<file path="config.mk">
export PLATFORM = sky130hd
export DESIGN_NAME = trng_uart_tx
export DESIGN_NICKNAME = d
export VERILOG_FILES = /design/src/rtl/trng_uart_tx.sv
export SDC_FILE = /design/constraint.sdc
export NUM_CORES = 1
export LEC_CHECK = 0
export CORE_MARGIN = 1
export CORE_UTILIZATION = 50
export CTS_BUF_LIST = sky130_fd_sc_hd__clkbuf_4 sky130_fd_sc_hd__clkbuf_8
export DETAILED_ROUTE_END_ITERATION = 7
export GPL_TIMING_DRIVEN = 0
export PLACE_DENSITY_LB_ADDON = 0.05
export RECOVER_POWER = 25
export SYNTH_ARGS = -nofsm -noshare
export SYNTH_HDL_FRONTEND = slang
export SYNTH_SLANG_ARGS = --single-unit
</file>
<file path="constraint.sdc">
create_clock -name clk -period 2.4 [get_ports clk]
set_clock_uncertainty 0.1 [all_clocks]
set_input_delay 0.6 -clock clk [delete_from_list [all_inputs] [get_ports clk]]
set_output_delay 0.6 -clock clk [all_outputs]
set_load 0.01 [all_outputs]
</file>
<file path="src/rtl/trng_uart_tx.sv">
// rtl/trng_uart_tx.sv - TRNG byte FIFO with 8N1 UART serialiser and register port
module trng_uart_tx #(
   parameter int CLK_HZ     = 64000000,
   parameter int BAUD       = 115200,
   parameter int FIFO_DEPTH = 4
) (
   input  logic       clk,
   input  logic       rst,
   input  logic [7:0] byte_in,
   input  logic       byte_strobe,
   input  logic [3:0] address,
   input  logic       data_write,
   input  logic [7:0] data_in,
   output logic [7:0] data_out,
   output logic [7:0] uo_out
);

   localparam int          DIV      = (CLK_HZ + BAUD / 2) / BAUD;
   localparam int          PW       = (FIFO_DEPTH > 1) ? $clog2(FIFO_DEPTH) : 1;
   localparam logic [15:0] DIV_LAST = 16'(DIV - 1);
   localparam logic [3:0]  DEPTH    = 4'(FIFO_DEPTH);
   localparam logic [PW-1:0] PTR_ONE = PW'(1);

   localparam logic [1:0] S_IDLE  = 2'd0;
   localparam logic [1:0] S_START = 2'd1;
   localparam logic [1:0] S_DATA  = 2'd2;
   localparam logic [1:0] S_STOP  = 2'd3;

   logic [7:0]    r_mem [FIFO_DEPTH];
   logic [PW-1:0] r_wptr;
   logic [PW-1:0] r_rptr;
   logic [3:0]    r_count;
   logic          r_enable;
   logic [7:0]    r_drop;
   logic [1:0]    r_state;
   logic [7:0]    r_shift;
   logic [2:0]    r_bitcnt;
   logic [15:0]   r_baud;

   logic w_empty, w_full, w_bit_end;
   logic w_ctrl_wr, w_flush, w_drop_wr;
   logic w_pop, w_push, w_drop;
   logic w_tx, w_busy;
   logic w_unused;

   assign w_empty   = (r_count == 4'd0);
   assign w_full    = (r_count == DEPTH);
   assign w_bit_end = (r_baud == DIV_LAST);
   assign w_ctrl_wr = data_write && (address == 4'd0);
   assign w_flush   = w_ctrl_wr && data_in[1];
   assign w_drop_wr = data_write && (address == 4'd2);

   // Pops happen only when the line is free: from IDLE, or at the last cycle of a STOP bit.
   assign w_pop  = r_enable && !w_empty &&
                   ((r_state == S_IDLE) || ((r_state == S_STOP) && w_bit_end));
   assign w_push = byte_strobe && !w_flush && (!w_full || w_pop);
   assign w_drop = byte_strobe && !w_flush && w_full && !w_pop;
   assign w_unused = &{1'b0, data_in[7:2]};

   always_ff @(posedge clk) begin
      if (w_push) r_mem[r_wptr] <= byte_in;
   end

   always_ff @(posedge clk) begin
      if (rst || w_flush) begin
         r_wptr  <= '0;
         r_rptr  <= '0;
         r_count <= 4'd0;
      end else begin
         if (w_push) r_wptr <= r_wptr + PTR_ONE;
         if (w_pop)  r_rptr <= r_rptr + PTR_ONE;
         case ({w_push, w_pop})
            2'b10:   r_count <= r_count + 4'd1;
            2'b01:   r_count <= r_count - 4'd1;
            default: r_count <= r_count;
         endcase
      end
   end

   always_ff @(posedge clk) begin
      if (rst) begin
         r_enable <= 1'b0;
         r_drop   <= 8'd0;
      end else begin
         if (w_ctrl_wr) r_enable <= data_in[0];
         if (w_drop_wr)
            r_drop <= 8'd0;
         else if (w_drop && (r_drop != 8'hFF))
            r_drop <= r_drop + 8'd1;
      end
   end

   always_ff @(posedge clk) begin
      if (rst) begin
         r_state  <= S_IDLE;
         r_baud   <= 16'd0;
         r_bitcnt <= 3'd0;
         r_shift  <= 8'd0;
      end else begin
         case (r_state)
            S_IDLE: begin
               if (w_pop) begin
                  r_state  <= S_START;
                  r_shift  <= r_mem[r_rptr];
                  r_bitcnt <= 3'd0;
                  r_baud   <= 16'd0;
               end
            end
            S_START: begin
               if (w_bit_end) begin
                  r_state <= S_DATA;
                  r_baud  <= 16'd0;
               end else begin
                  r_baud <= r_baud + 16'd1;
               end
            end
            S_DATA: begin
               if (w_bit_end) begin
                  r_baud  <= 16'd0;
                  r_shift <= {1'b0, r_shift[7:1]};
                  if (r_bitcnt == 3'd7)
                     r_state <= S_STOP;
                  else
                     r_bitcnt <= r_bitcnt + 3'd1;
               end else begin
                  r_baud <= r_baud + 16'd1;
               end
            end
            S_STOP: begin
               if (w_bit_end) begin
                  r_baud <= 16'd0;
                  if (w_pop) begin
                     r_state  <= S_START;
                     r_shift  <= r_mem[r_rptr];
                     r_bitcnt <= 3'd0;
                  end else begin
                     r_state <= S_IDLE;
                  end
               end else begin
                  r_baud <= r_baud + 16'd1;
               end
            end
            default: r_state <= S_IDLE;
         endcase
      end
   end

   always_comb begin
      w_tx = 1'b1;
      case (r_state)
         S_START: w_tx = 1'b0;
         S_DATA:  w_tx = r_shift[0];
         default: w_tx = 1'b1;
      endcase
   end

   assign w_busy = (r_state != S_IDLE);
   assign uo_out = {6'b0, w_busy, w_tx};

   always_comb begin
      data_out = 8'd0;
      case (address)
         4'd0:    data_out = {7'b0, r_enable};
         4'd1:    data_out = {1'b0, r_count, w_full, w_empty, w_busy};
         4'd2:    data_out = r_drop;
         default: data_out = 8'd0;
      endcase
   end

endmodule

</file>
Word level (Yosys, flattened, before mapping) --
Memories as Yosys holds them, arrays and structs flattened. A register that Yosys moved wholly into a read port is not among the register bits. Index checks and enable logic that the tools add are counted.
Storage, ports and cells: memories kept 1, input port bits 24, memory bits (read-only) 0, output and inout bits 16, bits in writable memories 32, register bits after elaboration 46, bits in latches 0
Memory list:
- r_mem | words 4, width 8, read ports 1, clocked after Yosys merged registers in 1, write ports 1, line 29 | logic [7:0] r_mem [FIFO_DEPTH];
Cells by class: bitwise gates (word level) 0, multipliers 0, div/mod/pow operators 0, reduce and logical (&&, ||, !) cells 29, shift-type cells 0, add/subtract/negate cells 7, magnitude comparators 0, equality and inequality tests 17, multiplexer cells 26
Operator list (count):
- $pmux W8 S3 | 2
- $mux W16 | 2
- $pmux W16 S2 | 1
- $mux W8 | 3
- $add A16 B1 Y16 const B | 1
- $eq A16 B10 Y1 const B | 1
- $mux W2 | 7
- $mux W3 | 4
- $ne A2 B2 Y1 const B | 6
- $logic_and A1 B1 Y1 | 11
- $pmux W3 S3 | 1
- $add A8 B1 Y8 const B | 1
- $logic_not A4 Y1 | 2
- $ne A8 B8 Y1 const B | 1
- $pmux W2 S4 | 1
- $pmux W4 S2 | 1
- $eq A2 B2 Y1 const B | 3
- $reduce_and A5 Y1 | 1
- $add A2 B1 Y2 const B | 2
- $add A4 B1 Y4 const B | 1
- $eq A2 B1 Y1 const B | 2
- $eq A4 B1 Y1 const B | 1
- $eq A4 B2 Y1 const B | 1
- $eq A4 B3 Y1 const B | 1
- 14 further kinds | 22

Longest topological paths before layout --
word-level depth 8, gate-level depth with buffers 12, gate-level depth less buffers 10

Worst setup path before layout --
Ideal clock, no wire load.
path type register to register, start point register r_baud[6], end point register r_count[2], period minus slack after synthesis 2.670 ns, required time 2.228 ns, library setup time 0.072 ns, cell stages (with the launch flop) 10, arrival 2.498 ns, path slack -0.270 ns, path through dfxtp_1 > or4b_4 > o41a_1 > buf_2 > nor3_4 > xor2_1 > ha_1 > nor2_1 > a22oi_1 > mux2i_1
On the way: longest elaborated chain between the ends 8
Ends and longest elaborated chain:
- start: declaration | line 38 | logic [15:0] r_baud;
- start signal: assignment | line 114 | r_baud <= r_baud + 16'd1;
- start signal: assignment | line 126 | r_baud <= r_baud + 16'd1;
- start signal: assignment | line 140 | r_baud <= r_baud + 16'd1;
- $eq A16 B10 Y1 * | line 48 | assign w_bit_end = (r_baud == DIV_LAST);
- $logic_and A1 B1 Y1 * | line 55 | ((r_state == S_IDLE) || ((r_state == S_STOP) && w_bit_end));
- $logic_or A1 B1 Y1 * | line 55
- $logic_and A1 B1 Y1 * | line 54 | assign w_pop = r_enable && !w_empty &&
- $logic_or A1 B1 Y1 | line 56 | assign w_push = byte_strobe && !w_flush && (!w_full || w_pop);
- $logic_and A1 B1 Y1 | line 56
- $eq A2 B1 Y1 or $eq A2 B2 Y1 (tied branches) | line 72 | case ({w_push, w_pop})
- $pmux W4 S2 or $reduce_bool A2 Y1 (tied branches)
- end signal: assignment | line 73 | 2'b10: r_count <= r_count + 4'd1;
- end signal: assignment | line 74 | 2'b01: r_count <= r_count - 4'd1;
- end signal: assignment | line 75 | default: r_count <= r_count;
- end: declaration | line 32 | logic [3:0] r_count;
Every way passes the cells marked *; elsewhere a longest branch is shown, timed or not. A chain may end at the register's enable or synchronous reset.

Worst setup path in the final report --
start point register r_baud[7], end point register r_count[2]
The elaborated chain is that of the path after synthesis.

==> summary.md <==
| Metric | Value |
|---|---|
| Via count | 3487 |
| CP max stage delay | 0.54 ns |
| DIE WIDTH | 92.6 µm |
| Switch Pwr | 0.688 mW |
| Top delay family on crit path | simple AND/OR/NAND/NOR gates |
| Dominant cell type by area after synthesis | dfxtp_1 |
| I/O Buffers | 27 |
| Synth Instances | 408 |
| Synth top area share | 23.4% |
| Mapped cell area | 0.00411 mm² |
| P_int | 2.14 mW |
| Total Routing Usage GR | 23.7% |
| TritonCTS sink count | 80 |
| Peak VDD IR | 388 µV |
| Num rows | 32 |
| WL met1 | 4420 µm |
| Ys Warns | 0 |
| Routed len/inst | 17.1 µm |
| Unique masters post-synth | 59 |
| Clk_lat worst skew | 0.37 ns |
| Highest Signal Layer | met4 |
| Upper clock frequency limit | 377 MHz |
| Top post-synthesis cells by area | dfxtp_1 (23%), edfxtp_1 (23%), mux4_2 (4.4%) |
| Clock tree buffer depth | 2 |
| Combinational share of power | 7.1% |
| Placer Congestion | 0.824 |
| CTS H-Tree Depth | 3 |
| Max-Cap Viols | 0 |
| Top cells by count, synth | dfxtp_1 (48), nor2_1 (40), edfxtp_1 (32) |
| DR WL met2 | 4920 µm |
| Drt first pass iters | 4 |
| Layout cell share with drive strength beyond 1 | 27.7% |
| Core area | 0.00785 mm² |
| Clock transition at path regs | 0.10 ns |
| Status | complete, but fails checks |
| Antenna violations before repair | 0 |
| Critical Path Slowest Stage Cell | or4b_4 |
| Dpl hpwl | 6360 µm |
| Classification of the worst setup path | reg -> reg |
| Hold Violations, Final | 0 |
| Power per cell area | 533 mW/mm² |
| Seq pwr share | 51.5% |
| Most common cell in the netlist | dfxtp_1 |
| Endpoints failing setup | 56 |
| Antenna Diode Count | 0 |
| Register bit total from synthesis | 80 |
| Worst path cell trace | or4b_4 -> o41a_1 -> buf_6 -> nor3_4 -> xor2_1 -> ha_2 -> nor2_2 -> a22oi_2 -> mux2i_1 |
| Main synth FF type | dfxtp_1 |
| Vias per inst | 5.96 |
| Fin. max-slew vios | 0 |
| GRT overflow | 0 |
| CTS tree | yes |
| Unrepaired setup endpoints after global routing | true |
| Synth Area per Inst | 10.1 µm² |
| Core Util, Final | 67.6% |
| Die area | 0.00858 mm² |
| Worst min path class | reg -> reg |
| Seq/Total Area, Yosys | 46.8% |
| IO Pins | 40 |
| Root buffer cell | clkbuf_8 |
| Tcrit/Tclk final | 110% |
| Die H | 92.6 µm |
| Crit. End Element | flip-flop |
| Async S/R FF share, synth | 0% |
| Slew margin rel. | 46.8% |
| Slew @ Worst Pin | 0.791 ns |
| DRC violations left | 0 |
| TritonCTS Buffers | 9 |
| Final ANT Viol Nets | 0 |
| Setup TNS | -3.39 ns |
| CTS Hold Bufs | 0 |
| CP Launch Type | flip-flop |
| Critical Path Fanout Max | 3 |
| DRT iter0 DRCs | 137 |
| Met3 WL post-DR | 493 µm |
| Initial Utilization | 52.3% |
| Clock power frac | 41.4% |
| Area Overhead vs Synth | 29.1% |
| Final #Nets | 516 |
| Net Sw Frac | 24.4% |
| Leak pwr | 1.88 nW |
| Post-Route WL | 9980 µm |
| WP data required | 2.59 ns |
| Setup WS post-layout | -0.250 ns |
| First-pass GRT wire length | 15700 µm |
| EDFF count, synth | 32 |
| Buf/Inv on CP | 1 |
| Failing checks | setup timing |
| Vias in the first global route | 3292 |
| Final Critical Period | 2.65 ns |
| CP arrival | 2.84 ns |
| Largest net degree at the start of global routing | 17 |
worst register-to-register path, stage by stage (launching register included):
cell     delay [ns]
dfxtp_4        0.36
or4b_4         0.54
o41a_1         0.43
buf_6          0.14
nor3_4         0.13
xor2_1         0.20
ha_2           0.21
nor2_2         0.04
a22oi_2        0.22
mux2i_1        0.20
cell families after synthesis:
kind of cell               count (synthesis)  share of synthesized area, %
muxes                                     20                          7.31
DFF                                       80                          46.8
adders and majority gates                 14                          4.27
and+or+nand+nor                          143                          18.6
other                                      1                        0.0913
AOI/OAI and AO/OA                        106                          17.6
buffers and inverters                     41                          4.69
xor gates and xnor gates                   3                         0.640
power groups by stage:
| stage | registers (mW) | logic [mW] | clock network [mW] |
|---|---|---|---|
| floorplan | 1.48 | 0.113 | 0 |
| finish | 1.45 | 0.200 | 1.17 |
| global placement | 1.48 | 0.183 | 0 |
| CTS | 1.45 | 0.191 | 1.18 |
| global route | 1.46 | 0.219 | 1.25 |
| detailed placement | 1.48 | 0.186 | 0 |
placed cells by master (no fill, tap or decap), drive strengths merged, types with 13 or more instances in the layout:
master | Yosys | routed
ha | 14 | 14
clkbuf | 16 | 19
inv | 9 | 13
o21ai | 32 | 32
dfxtp | 48 | 48
nand2 | 28 | 28
a21oi | 25 | 25
edfxtp | 32 | 32
nor2 | 40 | 40
buf | 15 | 53
nand3 | 17 | 17
state kept, by name (all words and copies together) (netlist names), named ones only:
signal,cells
r_baud,16
r_bitcnt,3
r_count,4
r_drop,8
r_enable,1
r_mem,32
r_rptr,2
r_shift,8
r_state,2
r_wptr,2
through the flow:
step | hold slack [ns] | setup slack, ns | area, µm² | total power [mW] | instances
final | 0.374 | -0.250 | 5300 | 2.82 | 585
after global routing | 0.396 | -0.353 | 5300 | 2.93 | 585
after CTS | 0.386 | -0.339 | 5030 | 2.83 | 570
after detailed placement | 0.373 | -0.887 | 4540 | 1.67 | 542
after global placement | 0.354 | -0.824 | 4540 | 1.67 | 542
after floorplan | 0.340 | -0.169 | 4150 | 1.59 | 413
final cells by class:
class | instances | area, µm²
buffer | 25 | 186
clock inverter | 7 | 108
tap | 102 | 128
clock buffer | 9 | 124
fill | 632 | 2550
timing repair buffer | 60 | 547
inverter | 10 | 45.0
multi-input combinational | 292 | 2220
sequential | 80 | 1940
metal layers:
layer | track usage, % | vias to the layer above
met5 | 0 | -
met4 | 9.62 | 0
met3 | 3.20 | 15
met2 | 38.5 | 107
met1 | 32.1 | 1691
li1 | - | 1674
path summary, 6_finish.rpt:
path                           startpoint                      end  slack, ns  cells past startpoint
setup / recovery   r_baud[7]$_SDFFE_PP0N_  r_count[2]$_SDFFE_PP0P_      -0.25                      9
hold / removal    r_baud[11]$_SDFFE_PP0N_  r_baud[11]$_SDFFE_PP0N_       0.37                      1
setup reg to reg   r_baud[7]$_SDFFE_PP0N_  r_count[2]$_SDFFE_PP0P_      -0.25                      9
hold reg to reg   r_baud[11]$_SDFFE_PP0N_  r_baud[11]$_SDFFE_PP0N_       0.37                      1
what timing repair did:
item                                   CTS  global route
cloned                                   0             3
endpoints found under the hold margin    0             0
pin swaps                               18            23
setup endpoints to repair               85            86
setup buffers                           18            12
gates resized for setup                 74            55
(Power assumes the default switching activity.)
